==> src/rtl/ap_result_packer_pkg.sv <==
// Shared defaults and state encoding for the AP result packer.
package ap_result_packer_pkg;

  localparam int unsigned DefElementWidth = 32;
  localparam int unsigned DefNoOfUnits    = 8;
  localparam int unsigned DefAddrWidth    = 10;

  typedef enum logic [1:0] {
    StIdle    = 2'd0,
    StCollect = 2'd1,
    StDone    = 2'd2
  } state_e;

  // Lane index width; a single-lane packer still needs a 1-bit index.
  function automatic int unsigned lane_width(input int unsigned n);
    return (n > 1) ? $clog2(n) : 1;
  endfunction

endpackage

==> src/rtl/ap_result_packer_lane_pack_reg.sv <==
// Lane-indexed pack register: merges one element into the held word, with clear.
module ap_result_packer_lane_pack_reg
  import ap_result_packer_pkg::*;
#(
  parameter int unsigned element_width = DefElementWidth,
  parameter int unsigned no_of_units   = DefNoOfUnits,
  parameter int unsigned LaneW         = lane_width(DefNoOfUnits)
) (
  input  logic                                   clk,
  input  logic                                   reset,
  input  logic                                   clr_i,
  input  logic                                   wr_i,
  input  logic [LaneW-1:0]                       lane_i,
  input  logic [element_width-1:0]               data_i,
  output logic [element_width*no_of_units-1:0]   merged_o
);

  localparam int unsigned WordW = element_width * no_of_units;

  logic [WordW-1:0] pack_q, pack_d;

  // Held word with the incoming element already placed, so a completing word can be
  // written out in the same cycle the last element is accepted.
  always_comb begin
    merged_o = pack_q;
    for (int unsigned k = 0; k < no_of_units; k++) begin
      if (lane_i == LaneW'(k)) merged_o[k*element_width +: element_width] = data_i;
    end
  end

  always_comb begin
    pack_d = pack_q;
    if (clr_i) begin
      pack_d = '0;
    end else if (wr_i) begin
      pack_d = merged_o;
    end
  end

  always_ff @(posedge clk) begin
    if (reset) begin
      pack_q <= '0;
    end else begin
      pack_q <= pack_d;
    end
  end

endmodule

==> src/rtl/ap_result_packer.sv <==
// Packs scalar dot-product results into wide words and writes them to AP total memory
// at auto-incrementing addresses; a trailing partial word is flushed zero-padded.
module ap_result_packer
  import ap_result_packer_pkg::*;
#(
  parameter int unsigned element_width = DefElementWidth,
  parameter int unsigned no_of_units   = DefNoOfUnits,
  parameter int unsigned addr_width    = DefAddrWidth
) (
  input  logic                                 clk,
  input  logic                                 reset,
  input  logic                                 start,
  input  logic [31:0]                          total,
  input  logic [element_width-1:0]             result,
  input  logic                                 result_valid,
  output logic [element_width*no_of_units-1:0] mem_wdata,
  output logic [addr_width-1:0]                mem_addr,
  output logic                                 mem_we,
  output logic [31:0]                          count,
  output logic                                 busy,
  output logic                                 done,
  output logic                                 err
);

  localparam int unsigned LaneW = lane_width(no_of_units);
  localparam int unsigned WordW = element_width * no_of_units;

  state_e               state_q, state_d;
  logic [31:0]          total_q, total_d;
  logic [31:0]          count_q, count_d;
  logic [LaneW-1:0]     lane_q, lane_d;
  logic [addr_width-1:0] addr_q, addr_d;
  logic [WordW-1:0]     wdata_q, wdata_d;
  logic                 we_q, we_d;
  logic                 done_q, done_d;
  logic                 err_q, err_d;

  logic             pack_clr, pack_wr;
  logic [WordW-1:0] merged;
  logic             last_result, lane_full;

  ap_result_packer_lane_pack_reg #(
    .element_width(element_width),
    .no_of_units  (no_of_units),
    .LaneW        (LaneW)
  ) u_lane_pack_reg (
    .clk     (clk),
    .reset   (reset),
    .clr_i   (pack_clr),
    .wr_i    (pack_wr),
    .lane_i  (lane_q),
    .data_i  (result),
    .merged_o(merged)
  );

  assign last_result = (count_q + 32'd1) == total_q;
  assign lane_full   = lane_q == LaneW'(no_of_units - 1);

  always_comb begin
    state_d  = state_q;
    total_d  = total_q;
    count_d  = count_q;
    lane_d   = lane_q;
    addr_d   = addr_q;
    wdata_d  = wdata_q;
    we_d     = 1'b0;
    done_d   = done_q;
    err_d    = err_q;
    pack_clr = 1'b0;
    pack_wr  = 1'b0;

    // Address advances the cycle after each strobe; a new start overrides below.
    if (we_q) addr_d = addr_q + 1'b1;

    unique case (state_q)
      StIdle, StDone: begin
        if (result_valid) err_d = 1'b1;
        if (start) begin
          total_d  = total;
          count_d  = '0;
          lane_d   = '0;
          addr_d   = '0;
          pack_clr = 1'b1;
          done_d   = (total == 32'd0);
          state_d  = (total == 32'd0) ? StDone : StCollect;
        end
      end
      StCollect: begin
        if (result_valid) begin
          pack_wr = 1'b1;
          count_d = count_q + 32'd1;
          if (lane_full || last_result) begin
            wdata_d  = merged;
            we_d     = 1'b1;
            pack_clr = 1'b1;
            lane_d   = '0;
          end else begin
            lane_d = lane_q + 1'b1;
          end
          if (last_result) begin
            state_d = StDone;
            done_d  = 1'b1;
          end
        end
      end
      default: state_d = StIdle;
    endcase
  end

  always_ff @(posedge clk) begin
    if (reset) begin
      state_q <= StIdle;
      total_q <= '0;
      count_q <= '0;
      lane_q  <= '0;
      addr_q  <= '0;
      wdata_q <= '0;
      we_q    <= 1'b0;
      done_q  <= 1'b0;
      err_q   <= 1'b0;
    end else begin
      state_q <= state_d;
      total_q <= total_d;
      count_q <= count_d;
      lane_q  <= lane_d;
      addr_q  <= addr_d;
      wdata_q <= wdata_d;
      we_q    <= we_d;
      done_q  <= done_d;
      err_q   <= err_d;
    end
  end

  assign mem_wdata = wdata_q;
  assign mem_addr  = addr_q;
  assign mem_we    = we_q;
  assign count     = count_q;
  assign busy      = (state_q == StCollect);
  assign done      = done_q;
  assign err       = err_q;

endmodule
==> config.mk <==
export PLATFORM = sky130hd
export DESIGN_NAME = ap_result_packer
export DESIGN_NICKNAME = d
export VERILOG_FILES = /design/src/rtl/ap_result_packer_pkg.sv /design/src/rtl/ap_result_packer_lane_pack_reg.sv /design/src/rtl/ap_result_packer.sv
export SDC_FILE = /design/constraint.sdc
export NUM_CORES = 1
export LEC_CHECK = 0
export CAP_MARGIN = 10
export CORE_UTILIZATION = 35
export DETAILED_ROUTE_END_ITERATION = 16
export SLEW_MARGIN = 40
export SYNTH_ARGS = -nofsm -noshare
export SYNTH_HDL_FRONTEND = slang
export SYNTH_HIERARCHICAL = 1
export SYNTH_SLANG_ARGS = --single-unit
==> constraint.sdc <==
create_clock -name clk -period 6.1 [get_ports clk]
set_clock_uncertainty 0.05 [all_clocks]
set_input_delay 0.61 -clock clk [delete_from_list [all_inputs] [get_ports clk]]
set_output_delay 0.61 -clock clk [all_outputs]
set_load 0.05 [all_outputs]
==> results by group <==
Status
  • Status: complete, no violations

Clock tree
  • TritonCTS clock tree: built
  • CTS root buf: clkbuf_16
  • CTS sink cnt: 594
  • CTS max path bufs: 3
  • CTS Buf Count: 72
  • Cts hold-fix bufs: 0
  • Clock transition at path regs: 0.06 ns
  • Post-cts gate resize count: 0
  • Worst skew pair latency: 0.62 ns
  • Number of H-tree levels: 3
  • Post-CTS Setup Repair Bufs: 0

Floorplan
  • Height of the die: 297 um
  • IO Count: 370
  • Core area: 85500 um^2
  • Rows: 107
  • DIE AREA: 88000 um^2
  • Initial Util: 0.355
  • Die W: 297 um

Synth
  • Ys Warns: 6
  • Post-synthesis net count: 3040
  • Distinct cell type count after synthesis: 67
  • Syn avg cell area: 10.2 um^2
  • Seq/Total Area, Yosys: 0.391
  • Synthesized instance count: 2968
  • Number of synthesized flops with an enable pin: 0
  • Synth Cell Area: 30400 um^2
  • Yosys reg bits: 594
  • Main synth FF type: dfxtp_1
  • Ys async rst share: 0

Setup path
  • WP buf/inv: 3
  • Slowest CP cell: buf_12
  • Crit Path Class: reg2reg
  • Critical Path Fanout Max: 105
  • Critical Path End Type: register
  • Worst path cell trace: ha_1 > nand3_1 > nor2_1 > buf_4 > nand4_1 > a211oi_1 > o2111ai_1 > a2111oi_4 > o21a_4 > buf_4 > buf_12 > mux2i_1
  • Crit path DAT: 4.99 ns
  • Worst EP required: 6.58 ns
  • Crit path launch type: register
  • CP delay by family, top: compound AO/OA/AOI/OAI gates
  • Crit-path max cell delay: 0.58 ns
  • Crit path top cell by count: buf_4

Pwr
  • LEAKAGE: 13.6 nW
  • Max VDD drop: 201 uV
  • Pwr Density: 236 nW/um^2

Placed design
  • Port-buffer cells: 369
  • Post-DP HPWL: 60.5 mm
  • Post-DP Area: 34400 um^2
  • RD Place Congestion: 0.847

Final layout
  • Design Area, Final: 36800 um^2
  • Filler cell count: 8251
  • Area delta synth->final: 21.0%
  • Share of cells above drive strength 1: 0.165
  • Fin nets: 3244

GRT
  • First-pass GRT wire length: 138 mm
  • Vias in the first global route: 21500
  • Largest net degree at the start of global routing: 190
  • Global Route Usage Sum: 0.202
  • Initial antenna violation count: 5
  • Grt total ovfl: 0

Timing
  • Relative slew slack: 0.404
  • Final Hold Fails: 0
  • Final setup fails: 0
  • Measured slew at the worst slew-check pin: 0.895 ns
  • Max Fclk: 222 MHz
  • Slew Limit Fails: 0
  • Tcrit/Tclk final: 0.739
  • Final TNS setup: 0 ns
  • Min Tclk post-route: 4.51 ns
  • RSZ-0062 raised after global routing: false

Drt
  • Starting DRC count in detailed routing: 1150
  • Residual DRC: 0
  • Post-route antenna net violation count: 0
  • Final wirelength: 91.8 mm
  • DR vias: 21700
  • Vias per cell: 4.96
  • Drt pass-1 iters: 5
  • Avg WL per Cell: 21.0 um

Run
  • Maxcap violations: 0

Worst hold path
  • Worst min-delay path class: reg2reg
## registers in the layout, summed over array words and instances (netlist names)
name,flops
done,1
mem_wdata,256
count,32
mem_we,1
mem_addr,10
state_q,2
total_q,32
u_lane_pack_reg/pack_q,256
err,1
lane_q,3
## logic make-up (layout without fill, tap and decap cells)
| logic type | count (synthesis) | count (layout) | share of synthesized area |
|---|---|---|---|
| adder cells (fa/ha/maj) | 4 | 4 | 0.00165 |
| AO/OA/AOI/OAI | 146 | 146 | 0.0294 |
| buffers and inverters | 298 | 555 | 0.0569 |
| multiplexers | 772 | 772 | 0.265 |
| AND/OR/NAND/NOR | 1107 | 1107 | 0.243 |
| flip-flops | 594 | 594 | 0.391 |
| XOR/XNOR | 47 | 47 | 0.0135 |
| other | 0 | 3 | 0 |
## worst register-to-register path, delay by kind of cell (launching register included)
| kind | cells | cell delay [ns] |
|---|---|---|
| compound gates | 4 | 1.35 |
| fa+ha+maj | 1 | 0.30 |
| buf+inv | 3 | 1.22 |
| flops | 1 | 0.46 |
| mux | 1 | 0.45 |
| simple gates | 3 | 0.60 |
## synthesized netlist by cell type (22+ instances only)
cell type,instances,area (um^2)
nor2_1,47,176
nand4_1,25,156
clkbuf_1,173,649
dfxtp_1,594,11900
mux2_2,257,2890
xnor2_1,24,210
xor2_1,23,201
buf_2,54,270
or3b_2,89,780
o21ai_0,28,140
mux2i_1,515,5150
nand2_1,102,383
buf_12,22,440
or3b_1,200,1750
a21oi_1,72,360
nand2b_1,518,3240
## final timing paths
path | endpoint | cells after the start | slack (ns) | start
worst min-delay path | total_q[29]$_SDFFE_PP0P_ | 2 | 0.42 | total_q[29]$_SDFFE_PP0P_
worst max register to register | mem_wdata[117]$_SDFFE_PP0P_ | 12 | 1.59 | count[0]$_SDFFE_PP0P_
worst min register to register | total_q[29]$_SDFFE_PP0P_ | 2 | 0.42 | total_q[29]$_SDFFE_PP0P_
worst max-delay path | mem_wdata[117]$_SDFFE_PP0P_ | 12 | 1.59 | count[0]$_SDFFE_PP0P_
## layout make-up
cell class | count | area (um^2) | area share
Multi-Input combinational cell | 2076 | 16900 | 0.459
Sequential cell | 594 | 11900 | 0.323
Timing Repair Buffer | 419 | 4240 | 0.115
Clock buffer | 103 | 2030 | 0.0552
Tap cell | 1144 | 1430 | 0.0389
Clock inverter | 24 | 249 | 0.00677
Inverter | 9 | 33.8 | 0.000919
Antenna cell | 3 | 7.51 | 0.000204
## per-layer routing
metal | share of wire | global-route usage | routed length, um
met1 | 0.43 | 0.247 | 39200
met2 | 0.50 | 0.355 | 46100
met3 | 0.044 | 0.0361 | 4000
met4 | 0.028 | 0.0677 | 2560
met5 | 0.00027 | 0 | 25
## where the power goes
group	internal [W]	total [W]	leakage, nW	switching (W)
registers	0.00390	0.00392	4.79	0.0000175
clock network	0.00245	0.00421	1.12	0.00175
logic	0.000210	0.000549	7.73	0.000339
## metrics by stage
stage	instances	hold slack (ns)	util	total power [W]	setup slack, ns
4_1_cts	4368	0.422	0.429	0.00881	1.65
3_5_place_dp	4241	0.409	0.403	0.00456	1.67
3_3_place_gp	4235	0.407	0.401	0.00455	1.77
2_1_floorplan	2968	0.398	-	0.00434	1.96
6_report	4372	0.418	0.430	0.00867	1.59
5_1_grt	4372	0.437	0.430	0.00901	1.36
## placed cells by master (no fill, tap or decap), drive strengths merged, types with 19 or more instances in the layout
| cell | instances |
|---|---|
| a21oi | 72 |
| buf | 51 |
| clkbuf | 103 |
| clkdlybuf4s50 | 368 |
| dfxtp | 594 |
| mux2 | 257 |
| mux2i | 515 |
| nand2 | 102 |
| nand2b | 518 |
| nand3 | 20 |
| nand4 | 29 |
| nor2 | 47 |
| nor3 | 19 |
| o21ai | 29 |
| or3b | 289 |
| xnor2 | 24 |
| xor2 | 23 |
(Power assumes the default switching activity.)
